## src/rtl/bus_pkg.sv

```systemverilog
`default_nettype none
// ============================================================================
// Module      : bus_pkg
// Description : Shared definitions for the serial bus slave ports.
//               - rx_state_e   : receive-port state encoding
//               - c_INSTR_*    : instruction encodings {active, is_read}
//               - c_*_LEN/SIZE : default field widths
// Revision    : 1.0 - initial release
// ============================================================================
package bus_pkg;

    localparam int c_ADDRESS_LEN = 12;
    localparam int c_WORD_SIZE   = 8;
    localparam int c_BURST_SIZE  = 12;

    localparam logic [1:0] c_INSTR_WRITE = 2'b10;
    localparam logic [1:0] c_INSTR_READ  = 2'b11;

    typedef enum logic [2:0] {
        ST_IDLE   = 3'd0,
        ST_HEADER = 3'd1,
        ST_DATA   = 3'd2,
        ST_STALL  = 3'd3,
        ST_DONE   = 3'd4
    } rx_state_e;

endpackage
`default_nettype wire

```

## src/rtl/serial_deserializer.sv

```systemverilog
`default_nettype none
// ============================================================================
// Module      : serial_deserializer
// Description : LSB-first serial-to-parallel converter with a bit counter.
//               Once WIDTH bits have been taken, further shifts are ignored
//               until the counter is cleared.
// Ports       : clk, reset   - clock, asynchronous active-high reset
//               clear        - synchronous counter re-arm
//               shift_en     - accept the serial bit this cycle
//               serial       - serial input bit
//               parallel     - assembled value including this cycle's bit
//               count        - number of bits held
//               done         - the bit taken this cycle completes the field
// Revision    : 1.0 - initial release
// ============================================================================
module serial_deserializer #(
    parameter int WIDTH = 8
) (
    input  logic                         clk,
    input  logic                         reset,
    input  logic                         clear,
    input  logic                         shift_en,
    input  logic                         serial,
    output logic [WIDTH-1:0]             parallel,
    output logic [$clog2(WIDTH+1)-1:0]   count,
    output logic                         done
);

    localparam int c_CNT_W = $clog2(WIDTH + 1);

    logic [c_CNT_W-1:0] r_count;
    logic [WIDTH-1:0]   r_shift;
    logic [WIDTH-1:0]   w_shifted;
    logic               w_full;
    logic               w_take;

    // New bits enter at the MSB so the first (LSB) bit ends up at bit 0.
    generate
        if (WIDTH == 1) begin : g_single
            assign w_shifted = serial;
        end else begin : g_multi
            assign w_shifted = {serial, r_shift[WIDTH-1:1]};
        end
    endgenerate

    assign w_full   = (r_count == c_CNT_W'(WIDTH));
    assign w_take   = shift_en && !w_full;
    assign done     = w_take && (r_count == c_CNT_W'(WIDTH - 1));
    assign count    = r_count;
    // Look-ahead value lets the parent capture a field on its final bit.
    assign parallel = w_take ? w_shifted : r_shift;

    always_ff @(posedge clk or posedge reset) begin
        if (reset) begin
            r_count <= '0;
            r_shift <= '0;
        end else begin
            if (w_take) begin
                r_shift <= w_shifted;
            end
            if (clear) begin
                r_count <= '0;
            end else if (w_take) begin
                r_count <= r_count + 1'b1;
            end
        end
    end

endmodule
`default_nettype wire

```

## src/rtl/slave_in_port.sv

```systemverilog
`default_nettype none
// ============================================================================
// Module      : slave_in_port
// Description : Receive side of a slave bus port. Deserializes the serial
//               address, burst count and write-data streams under the
//               master_valid/slave_ready handshake; presents write words to
//               the core with incrementing addresses, or a read header.
// Ports       : clk, reset             - clock, async active-high reset
//               selected               - decoder routed master to this slave
//               write_en, read_en      - transaction type
//               master_valid           - rx_* bits valid
//               rx_address/burst/data  - serial streams, LSB first
//               core_ready             - core can take a word
//               slave_ready            - port accepts a bit this cycle
//               address, data          - word address / assembled word
//               burst_num              - received burst count
//               word_valid, read_req   - one-cycle strobes
//               rx_done                - one-cycle completion pulse
// Revision    : 1.0 - initial release
// ============================================================================
module slave_in_port
    import bus_pkg::*;
#(
    parameter int ADDRESS_LEN = c_ADDRESS_LEN,
    parameter int WORD_SIZE   = c_WORD_SIZE,
    parameter int BURST_SIZE  = c_BURST_SIZE
) (
    input  logic                   clk,
    input  logic                   reset,
    input  logic                   selected,
    input  logic                   write_en,
    input  logic                   read_en,
    input  logic                   master_valid,
    input  logic                   rx_address,
    input  logic                   rx_burst_num,
    input  logic                   rx_data,
    input  logic                   core_ready,
    output logic                   slave_ready,
    output logic [ADDRESS_LEN-1:0] address,
    output logic [WORD_SIZE-1:0]   data,
    output logic [BURST_SIZE-1:0]  burst_num,
    output logic                   word_valid,
    output logic                   read_req,
    output logic                   rx_done
);

    localparam int c_ACNT_W = $clog2(ADDRESS_LEN + 1);
    localparam int c_BCNT_W = $clog2(BURST_SIZE + 1);
    localparam int c_DCNT_W = $clog2(WORD_SIZE + 1);

    rx_state_e              r_state;
    logic                   r_is_write;
    logic [ADDRESS_LEN-1:0] r_base;
    logic [BURST_SIZE-1:0]  r_index;
    logic [BURST_SIZE-1:0]  r_last;

    logic [1:0]             w_instr;
    logic                   w_hdr_shift;
    logic                   w_data_shift;
    logic                   w_hdr_clear;
    logic                   w_data_clear;
    logic                   w_hdr_end;
    logic [ADDRESS_LEN-1:0] w_addr_val;
    logic [BURST_SIZE-1:0]  w_burst_val;
    logic [WORD_SIZE-1:0]   w_data_val;
    logic [c_ACNT_W-1:0]    w_addr_cnt;
    logic [c_BCNT_W-1:0]    w_burst_cnt;
    logic [c_DCNT_W-1:0]    w_data_cnt;
    logic                   w_addr_done;
    logic                   w_burst_done;
    logic                   w_data_done;
    logic                   w_addr_full;
    logic                   w_burst_full;

    // Both enables high folds to an inactive code, keeping the port idle.
    assign w_instr = {write_en ^ read_en, read_en};

    // Combinational so the core can throttle the very next bit.
    assign slave_ready  = (r_state == ST_HEADER) ||
                          ((r_state == ST_DATA) && core_ready);
    assign w_hdr_shift  = (r_state == ST_HEADER) && master_valid && slave_ready;
    assign w_data_shift = (r_state == ST_DATA) && master_valid && slave_ready;
    assign w_hdr_clear  = (r_state == ST_IDLE);
    // Re-arm on the last bit so the next word can start in the strobe cycle.
    assign w_data_clear = (r_state == ST_IDLE) || w_data_done;

    assign w_addr_full  = (w_addr_cnt == c_ACNT_W'(ADDRESS_LEN));
    assign w_burst_full = (w_burst_cnt == c_BCNT_W'(BURST_SIZE));
    // The header ends when the longer field takes its final bit.
    assign w_hdr_end    = w_hdr_shift && (w_addr_full || w_addr_done) &&
                          (w_burst_full || w_burst_done);

    serial_deserializer #(.WIDTH(ADDRESS_LEN)) u_addr (
        .clk      (clk),
        .reset    (reset),
        .clear    (w_hdr_clear),
        .shift_en (w_hdr_shift),
        .serial   (rx_address),
        .parallel (w_addr_val),
        .count    (w_addr_cnt),
        .done     (w_addr_done)
    );

    serial_deserializer #(.WIDTH(BURST_SIZE)) u_burst (
        .clk      (clk),
        .reset    (reset),
        .clear    (w_hdr_clear),
        .shift_en (w_hdr_shift),
        .serial   (rx_burst_num),
        .parallel (w_burst_val),
        .count    (w_burst_cnt),
        .done     (w_burst_done)
    );

    serial_deserializer #(.WIDTH(WORD_SIZE)) u_data (
        .clk      (clk),
        .reset    (reset),
        .clear    (w_data_clear),
        .shift_en (w_data_shift),
        .serial   (rx_data),
        .parallel (w_data_val),
        .count    (w_data_cnt),
        .done     (w_data_done)
    );

    always_ff @(posedge clk or posedge reset) begin
        if (reset) begin
            r_state    <= ST_IDLE;
            r_is_write <= 1'b0;
            r_base     <= '0;
            r_index    <= '0;
            r_last     <= '0;
            address    <= '0;
            data       <= '0;
            burst_num  <= '0;
            word_valid <= 1'b0;
            read_req   <= 1'b0;
            rx_done    <= 1'b0;
        end else begin
            word_valid <= 1'b0;
            read_req   <= 1'b0;
            rx_done    <= 1'b0;
            case (r_state)
                ST_IDLE: begin
                    if (selected && (w_instr == c_INSTR_WRITE ||
                                     w_instr == c_INSTR_READ)) begin
                        r_is_write <= (w_instr == c_INSTR_WRITE);
                        r_state    <= ST_HEADER;
                    end
                end
                ST_HEADER: begin
                    if (!selected) begin
                        r_state <= ST_IDLE;
                    end else if (w_hdr_end) begin
                        r_base    <= w_addr_val;
                        burst_num <= w_burst_val;
                        r_index   <= '0;
                        // A zero burst count still moves one word.
                        r_last    <= (w_burst_val == '0) ? '0 : w_burst_val - 1'b1;
                        if (r_is_write) begin
                            r_state <= ST_DATA;
                        end else begin
                            address  <= w_addr_val;
                            read_req <= 1'b1;
                            r_state  <= ST_DONE;
                        end
                    end
                end
                ST_DATA: begin
                    if (!selected) begin
                        r_state <= ST_IDLE;
                    end else if (w_data_done) begin
                        word_valid <= 1'b1;
                        data       <= w_data_val;
                        address    <= r_base + ADDRESS_LEN'(r_index);
                        if (r_index == r_last) begin
                            r_state <= ST_DONE;
                        end else begin
                            r_index <= r_index + 1'b1;
                        end
                    end else if (!core_ready && (w_data_cnt == '0)) begin
                        r_state <= ST_STALL;
                    end
                end
                ST_STALL: begin
                    if (!selected) begin
                        r_state <= ST_IDLE;
                    end else if (core_ready) begin
                        r_state <= ST_DATA;
                    end
                end
                ST_DONE: begin
                    rx_done <= 1'b1;
                    r_state <= ST_IDLE;
                end
                default: begin
                    r_state <= ST_IDLE;
                end
            endcase
        end
    end

endmodule
`default_nettype wire

```

## config.mk

```make
export PLATFORM = sky130hd
export DESIGN_NAME = slave_in_port
export DESIGN_NICKNAME = d
export VERILOG_FILES = /design/src/rtl/bus_pkg.sv /design/src/rtl/serial_deserializer.sv /design/src/rtl/slave_in_port.sv
export SDC_FILE = /design/constraint.sdc
export NUM_CORES = 1
export LEC_CHECK = 0
export ABC_AREA = 1
export CORE_UTILIZATION = 59
export CTS_CLUSTER_SIZE = 25
export DETAILED_ROUTE_END_ITERATION = 16
export PLACE_DENSITY = 0.8
export SLEW_MARGIN = 20
export SYNTH_ARGS = -nofsm -noshare
export SYNTH_HDL_FRONTEND = slang
export SYNTH_SLANG_ARGS = --single-unit
```

## constraint.sdc

```tcl
create_clock -name clk -period 4.4 [get_ports clk]
set_input_delay 0.88 -clock clk [delete_from_list [all_inputs] [get_ports clk]]
set_output_delay 0.88 -clock clk [all_outputs]
set_load 0.05 [all_outputs]
```

==> impl_metrics.json, run 1 <==
{
  "hpwl_mm": 10.66,
  "reg2reg_slack_ns": 1.57,
  "fin_crit_ns": 3.415,
  "wl_met1_mm": 6.531,
  "dr.pass1.iters": 6,
  "endpoint_kind": "output pin",
  "top_layer_used": "met4",
  "async_reset_ff_share_pct": 100.0,
  "first_iter_violations": 335,
  "critPathRequiredTime_ns": 3.52,
  "synth.cell_area_um2": 6356,
  "power_density_nw_per_um2": 538.5,
  "status": "complete, no violations",
  "synthFlopType": "dfrtp_1",
  "crit_chain": "inv_1, nand3_2, o21ai_2, clkdlybuf4s50_1",
  "slew_headroom_pct": 45.50,
  "cts_setup_buffers": 0,
  "synth_top_family_by_area": "simple AND/OR/NAND/NOR gates",
  "ant_nets": 0,
  "cp_top_family": "buffers and inverters",
  "initial_core_util_pct": 61.29,
  "ir_drop_v": 0.0003805,
  "critPathMaxStageDelay_ns": 0.84,
  "final_cells": 1010,
  "synth_area_per_cell_um2": 7.799,
  "cts_tree": "built",
  "yosys.area_share.simple_pct": 29.17,
  "endpoint": "slave_ready",
  "grt_pass1_wl_mm": 25.17,
  "cts_hold_buf": 0,
  "synth_warnings": 0,
  "numClockSinks": 119,
  "first_global_vias": 5295,
  "wirelength_mm": 14.97,
  "finalSetupViolCount": 0,
  "cts_made_buffers": 17,
  "die_y_um": 105.8,
  "fin_crit_sh_pct": 77.61,
  "clkTransAtPathRegs_ns": 0.06,
  "place_inst": 978,
  "synth_compound_gate_area_share_pct": 8.878,
  "dieWidth_um": 105.8,
  "ys_ff_latch": 119,
  "wl_met2_mm": 7.309,
  "seqCellArea_um2": 2978,
  "p_leak_uw": 0.003812,
  "rr_worst_depth": 12,
  "insertedDiodeCount": 0,
  "timing.setup.tns_ns": 0,
  "cp_num_cells": 4,
  "area_delta_synth_final_pct": 18.35,
  "hold_path.class": "reg2reg",
  "worstPathArrival_ns": 2.53,
  "timing.rr.end": "r_index[10]",
  "nFillCells": 771,
  "slew_viol_final": 0,
  "drcViolationCount": 0,
  "cp_max_fo": 16,
  "track_usage_pct": 29.23,
  "ys_types": 37,
  "avgViaCountPerCell": 5.459,
  "path_class": "reg2out",
  "place_congestion": 0.9037,
  "met3WireLength_um": 802,
  "port_buffers": 45,
  "slowest_stage": "clkdlybuf4s50_1",
  "critPathBufInv": 2,
  "clock-root-buffer": "clkbuf_8",
  "rows": 37,
  "wl_per_cell_um": 14.82,
  "layout.nets": 893,
  "grt_max_degree": 67,
  "rsz0062_at_grt": "false",
  "io_pins": 46,
  "final-hold-violation-count": 0,
  "die_area_um2": 11190,
  "startpoint_type": "flip-flop",
  "synth_xor_area_share_pct": 2.756,
  "post_cts_resized": 0,
  "multiInputGateArea_um2": 2877,
  "finClkSkew_ns": 0.01299,
  "htree_levels": 4,
  "antenna_found_initial": 0,
  "timing.rr.start": "u_burst.count[0]",
  "synthAdderAreaFrac_pct": 4.449,
  "crit_start": "r_state[0]",
  "postSynthCellCount": 815,
  "insertion_delay_ns": 0.53,
  "synth_edf_count": 0,
  "syn-num-nets": 847,
  "fmax_mhz": 292.9,
  "cap_violations": 0,
  "coreArea_um2": 10370,
  "synth-seq-area-share_pct": 46.85,
  "cts_buffer_depth": 2,
  "dr_total_vias": 5514,
  "drive_above_1_share_pct": 8.696,
  "synth_mux_area_share_pct": 0,
  "overflow": 0,
  "worst_pin_slew_ns": 0.8175
}
==> worst min-delay path by stage <==
| stage | startpoint | endpoint | slack [ns] | cells past startpoint |
|---|---|---|---|---|
| 3_3_place_gp | address[7] | address[7] | 0.45 | 2 |
| 2_1_floorplan | r_is_write | read_req | 0.43 | 1 |
| 6_report | r_is_write | read_req | 0.47 | 1 |
| 5_1_grt | r_is_write | read_req | 0.48 | 1 |
| 3_5_place_dp | r_is_write | read_req | 0.45 | 1 |
| 4_1_cts | r_is_write | read_req | 0.46 | 1 |
==> stage by stage <==
stage | power [µW] | util (%) | instance area [µm²] | worst slack [ns] | hold WS [ns]
global route | 4284 | 72.54 | 7522 | 0.8420 | 0.4763
detailed placement | 2639 | 66.64 | 6910 | 1.018 | 0.4490
floorplan | 2284 | - | 6356 | 0.3625 | 0.4259
global placement | 2598 | 66.64 | 6910 | 1.098 | 0.4529
CTS | 4059 | 72.54 | 7522 | 0.9935 | 0.4646
finish | 4051 | 72.54 | 7522 | 0.9854 | 0.4661
==> sequential cells by signal (all words and copies together), names as in the netlist, 3 cells and up <==
register         cells
address             12
burst_num           12
data                 8
r_base              12
r_index             12
r_last              12
r_state              3
u_addr.count         4
u_addr.r_shift      12
u_burst.count        4
u_burst.r_shift     12
u_data.count         4
u_data.r_shift       8
==> layout by cell type, fill, tap and decap left out, types with 3 or more instances in the layout <==
cell type        Yosys  routed
dfrtp_1            119     119
ha_1                21      21
nor2_2               5       5
nand2_1            260     260
o21ai_1             27      27
xor2_1              15      15
o21bai_1             9       9
nand3_2              4       4
xnor2_1              5       5
inv_2               10      10
nand2_2              5       5
clkbuf_16            0      16
o21ai_0             43      43
nand3_1             63      63
nor2_4               3       3
clkbuf_8             0       9
clkdlybuf4s50_1      0      45
buf_4                1       3
nor3_1               9       9
clkinv_2             0       3
or2_2                7       7
a21oi_1             19      19
nor2_1              46      46
nand4_1             12      12
inv_1               92      91
==> routing by layer <==
layer  global-route usage (%)  vias to the layer above
met1                    38.13                     2629
met4                    11.11                        0
li1                         -                     2693
met2                    47.43                      169
met5                        0                        -
met3                    6.803                       23
==> kinds of logic after synthesis <==
group	Yosys count
AO/OA/AOI/OAI	105
XOR/XNOR	20
adder cells (fa/ha/maj)	22
buffers and inverters	126
flip-flops	119
AND/OR/NAND/NOR	423
==> final cells by class <==
class / count / share of cell area (%)
multi-input cells: 570 / 38.24
repair buffers: 49 / 6.554
clock inverters: 6 / 1.114
well taps: 136 / 2.262
inverters: 104 / 5.223
clock buffers: 26 / 7.019
flip-flops and latches: 119 / 39.59
==> worst reg2reg max path, stage by stage (launching register included) <==
cell and delay, ns:
dfrtp_1 0.38, inv_1 0.08, ha_1 0.21, nand3_1 0.40
nand3_4 0.28, inv_2 0.14, nand2_1 0.07, nand2_2 0.10
nand3_4 0.19, nand2_2 0.16, nand3_2 0.39, nand2_1 0.20
o21ai_1 0.09
==> cells in the mapped netlist (7+ instances only) <==
library cell	count	area share, %
nand2_1	260	15
dfrtp_1	119	47
inv_1	92	5.4
nand3_1	63	5.0
nor2_1	46	2.7
o21ai_0	43	3.4
o21ai_1	27	2.1
ha_1	21	4.1
a21oi_1	19	1.5
xor2_1	15	2.1
nand4_1	12	1.2
clkbuf_1	11	0.65
inv_2	10	0.59
nor3_1	9	0.71
o21bai_1	9	1.1
buf_2	8	0.63
or2_2	7	0.69
==> report_power, final <==
group / internal (µW) / leakage (µW) / total, µW / switching (µW)
Sequential: 1300 / 0.00155 / 1420 / 120
Clock: 926 / 0.000308 / 1410 / 480
Combinational: 350 / 0.00195 / 1220 / 871
Power figures use the tool's default switching activity.
==> inputs of run 2 (changes only) <==
==> constraint.sdc (replaced) <==
create_clock -name clk -period 3.4 [get_ports clk]
set_input_delay 0.68 -clock clk [delete_from_list [all_inputs] [get_ports clk]]
set_output_delay 0.68 -clock clk [all_outputs]
set_load 0.05 [all_outputs]
==> run 2 against run 1 <==
Against the previous run: cell area is 0.48% lower; routed wire length shrank 2.5%; first-iteration DRC count is 2.7% higher; clock skew fell by 0.0040 ns; die area did not move; final cell count rose by 0.40%; setup slack worse by 0.56 ns.
==> impl_metrics.json, run 2 (synthesis results as in run 1) <==
{
  "track_usage_pct": 28.80,
  "fin_crit_sh_pct": 87.54,
  "cts_setup_buffers": 0,
  "area_delta_synth_final_pct": 17.78,
  "rsz0062_at_grt": "false",
  "worst_pin_slew_ns": 0.6655,
  "cts_tree": "built",
  "cap_violations": 0,
  "drcViolationCount": 0,
  "clkTransAtPathRegs_ns": 0.06,
  "wl_per_cell_um": 14.39,
  "cts_buffer_depth": 2,
  "final-hold-violation-count": 0,
  "wirelength_mm": 14.59,
  "endpoint": "slave_ready",
  "grt_max_degree": 72,
  "cts_made_buffers": 17,
  "status": "complete, no violations",
  "timing.setup.tns_ns": 0,
  "cts_hold_buf": 0,
  "path_class": "reg2out",
  "port_buffers": 45,
  "drive_above_1_share_pct": 9.226,
  "insertion_delay_ns": 0.53,
  "layout_commonest_cell": "nand2_1",
  "finClkSkew_ns": 0.008953,
  "initial_core_util_pct": 61.29,
  "timing.rr.start": "u_burst.count[0]",
  "coreArea_um2": 10370,
  "mostFrequentLayoutCells": "nand2_1, dfrtp_1, inv_1",
  "dr_total_vias": 5469,
  "rows": 37,
  "p_leak_uw": 0.003774,
  "startpoint_type": "flip-flop",
  "overflow": 0,
  "dr.pass1.iters": 7,
  "clock-root-buffer": "clkbuf_8",
  "crit_start": "r_state[0]",
  "hpwl_mm": 10.44,
  "fin_crit_ns": 2.976,
  "place_congestion": 0.8906,
  "setup_ws_ns": 0.4237,
  "reg2reg_slack_ns": 0.83,
  "rr_worst_depth": 16,
  "endpoint_kind": "output pin",
  "die_area_um2": 11190,
  "finalSetupViolCount": 0,
  "critPathRequiredTime_ns": 2.72,
  "slew_viol_final": 0,
  "first_global_vias": 5251,
  "cp_max_fo": 6,
  "antenna_found_initial": 0,
  "io_pins": 46,
  "insertedDiodeCount": 0,
  "dieWidth_um": 105.8,
  "post_cts_resized": 0,
  "dpl_worst_slack_ns": 0.4640,
  "ir_drop_v": 0.0005690,
  "slew_headroom_pct": 55.54,
  "timing.rr.end": "r_last[10]",
  "htree_levels": 4,
  "power_density_nw_per_um2": 677.2,
  "fmax_mhz": 336.0,
  "ant_nets": 0,
  "grt_pass1_wl_mm": 24.98,
  "die_y_um": 105.8,
  "avgViaCountPerCell": 5.393,
  "numClockSinks": 119,
  "first_iter_violations": 344,
  "hold_path.class": "reg2reg",
  "worstPathArrival_ns": 2.30,
  "layout.nets": 897
}
run 2: changes by cell type in the layout (fill, tap and decap cells not counted), sizes merged:
cell	before	now
buf	4	8
clkinvlp	0	5
bufinv	2	0
inv	103	107
clkbuf	26	18
clkinv	5	6
run 2: worst min path at each step:
| stage | from | endpoint | cells after the start |
|---|---|---|---|
| after global placement | address[4] | address[4] | 2 |
| final | address[5] | address[5] | 2 |
| after global routing | r_is_write | read_req | 1 |
| after CTS | address[5] | address[5] | 2 |
| after detailed placement | address[5] | address[5] | 2 |
| after floorplan | r_is_write | read_req | 1 |
run 2: worst max-delay path: stages, from the launching register on:
cell and delay (ns):
dfrtp_1 0.44, inv_1 0.10, nand3_2 0.16, o21ai_2 0.23
clkdlybuf4s50_1 0.84
run 2: cell type report:
class                           count  area [µm²]
Sequential cell                   119        2978
Fill cell                         813        2884
Multi-Input combinational cell    570        2877
Timing Repair Buffer               53       523.0
Clock buffer                       18       427.9
Inverter                          104       394.1
Tap cell                          136       170.2
Clock inverter                     14       116.4
run 2: layer usage:
metal	global-route usage [%]	share of wire, %	vias up
met5	0	0	-
met4	12.70	3.0	0
met3	7.174	5.6	27
met2	44.72	47	166
met1	38.29	45	2569
li1	-	-	2707
run 2: report_power, final:
part / total (µW) / internal, µW / switching (µW)
sequential: 1840 / 1690 / 152
combinational: 1600 / 460 / 1140
clock: 1630 / 931 / 701
run 2: through the flow:
step	cell area (µm²)	std cells	utilization, %	hold WS, ns	total power, µW
2_1_floorplan	6360	815	-	0.4259	2956
3_3_place_gp	6942	982	66.94	0.4586	3374
3_5_place_dp	6942	982	66.94	0.4593	3424
4_1_cts	7486	1014	72.19	0.4741	5078
5_1_grt	7486	1014	72.19	0.4973	5372
6_report	7486	1014	72.19	0.4718	5069
==> inputs of run 3 (changes only) <==
--- a/config.mk
+++ b/config.mk
@@ -6,6 +6,7 @@
 export NUM_CORES = 1
 export LEC_CHECK = 0
 export ABC_AREA = 1
+export CAP_MARGIN = 20
 export CORE_UTILIZATION = 59
 export CTS_CLUSTER_SIZE = 25
 export DETAILED_ROUTE_END_ITERATION = 16
==> results of run 3 <==
No change in the layout: final DEF, timing and power equal those of run 2.
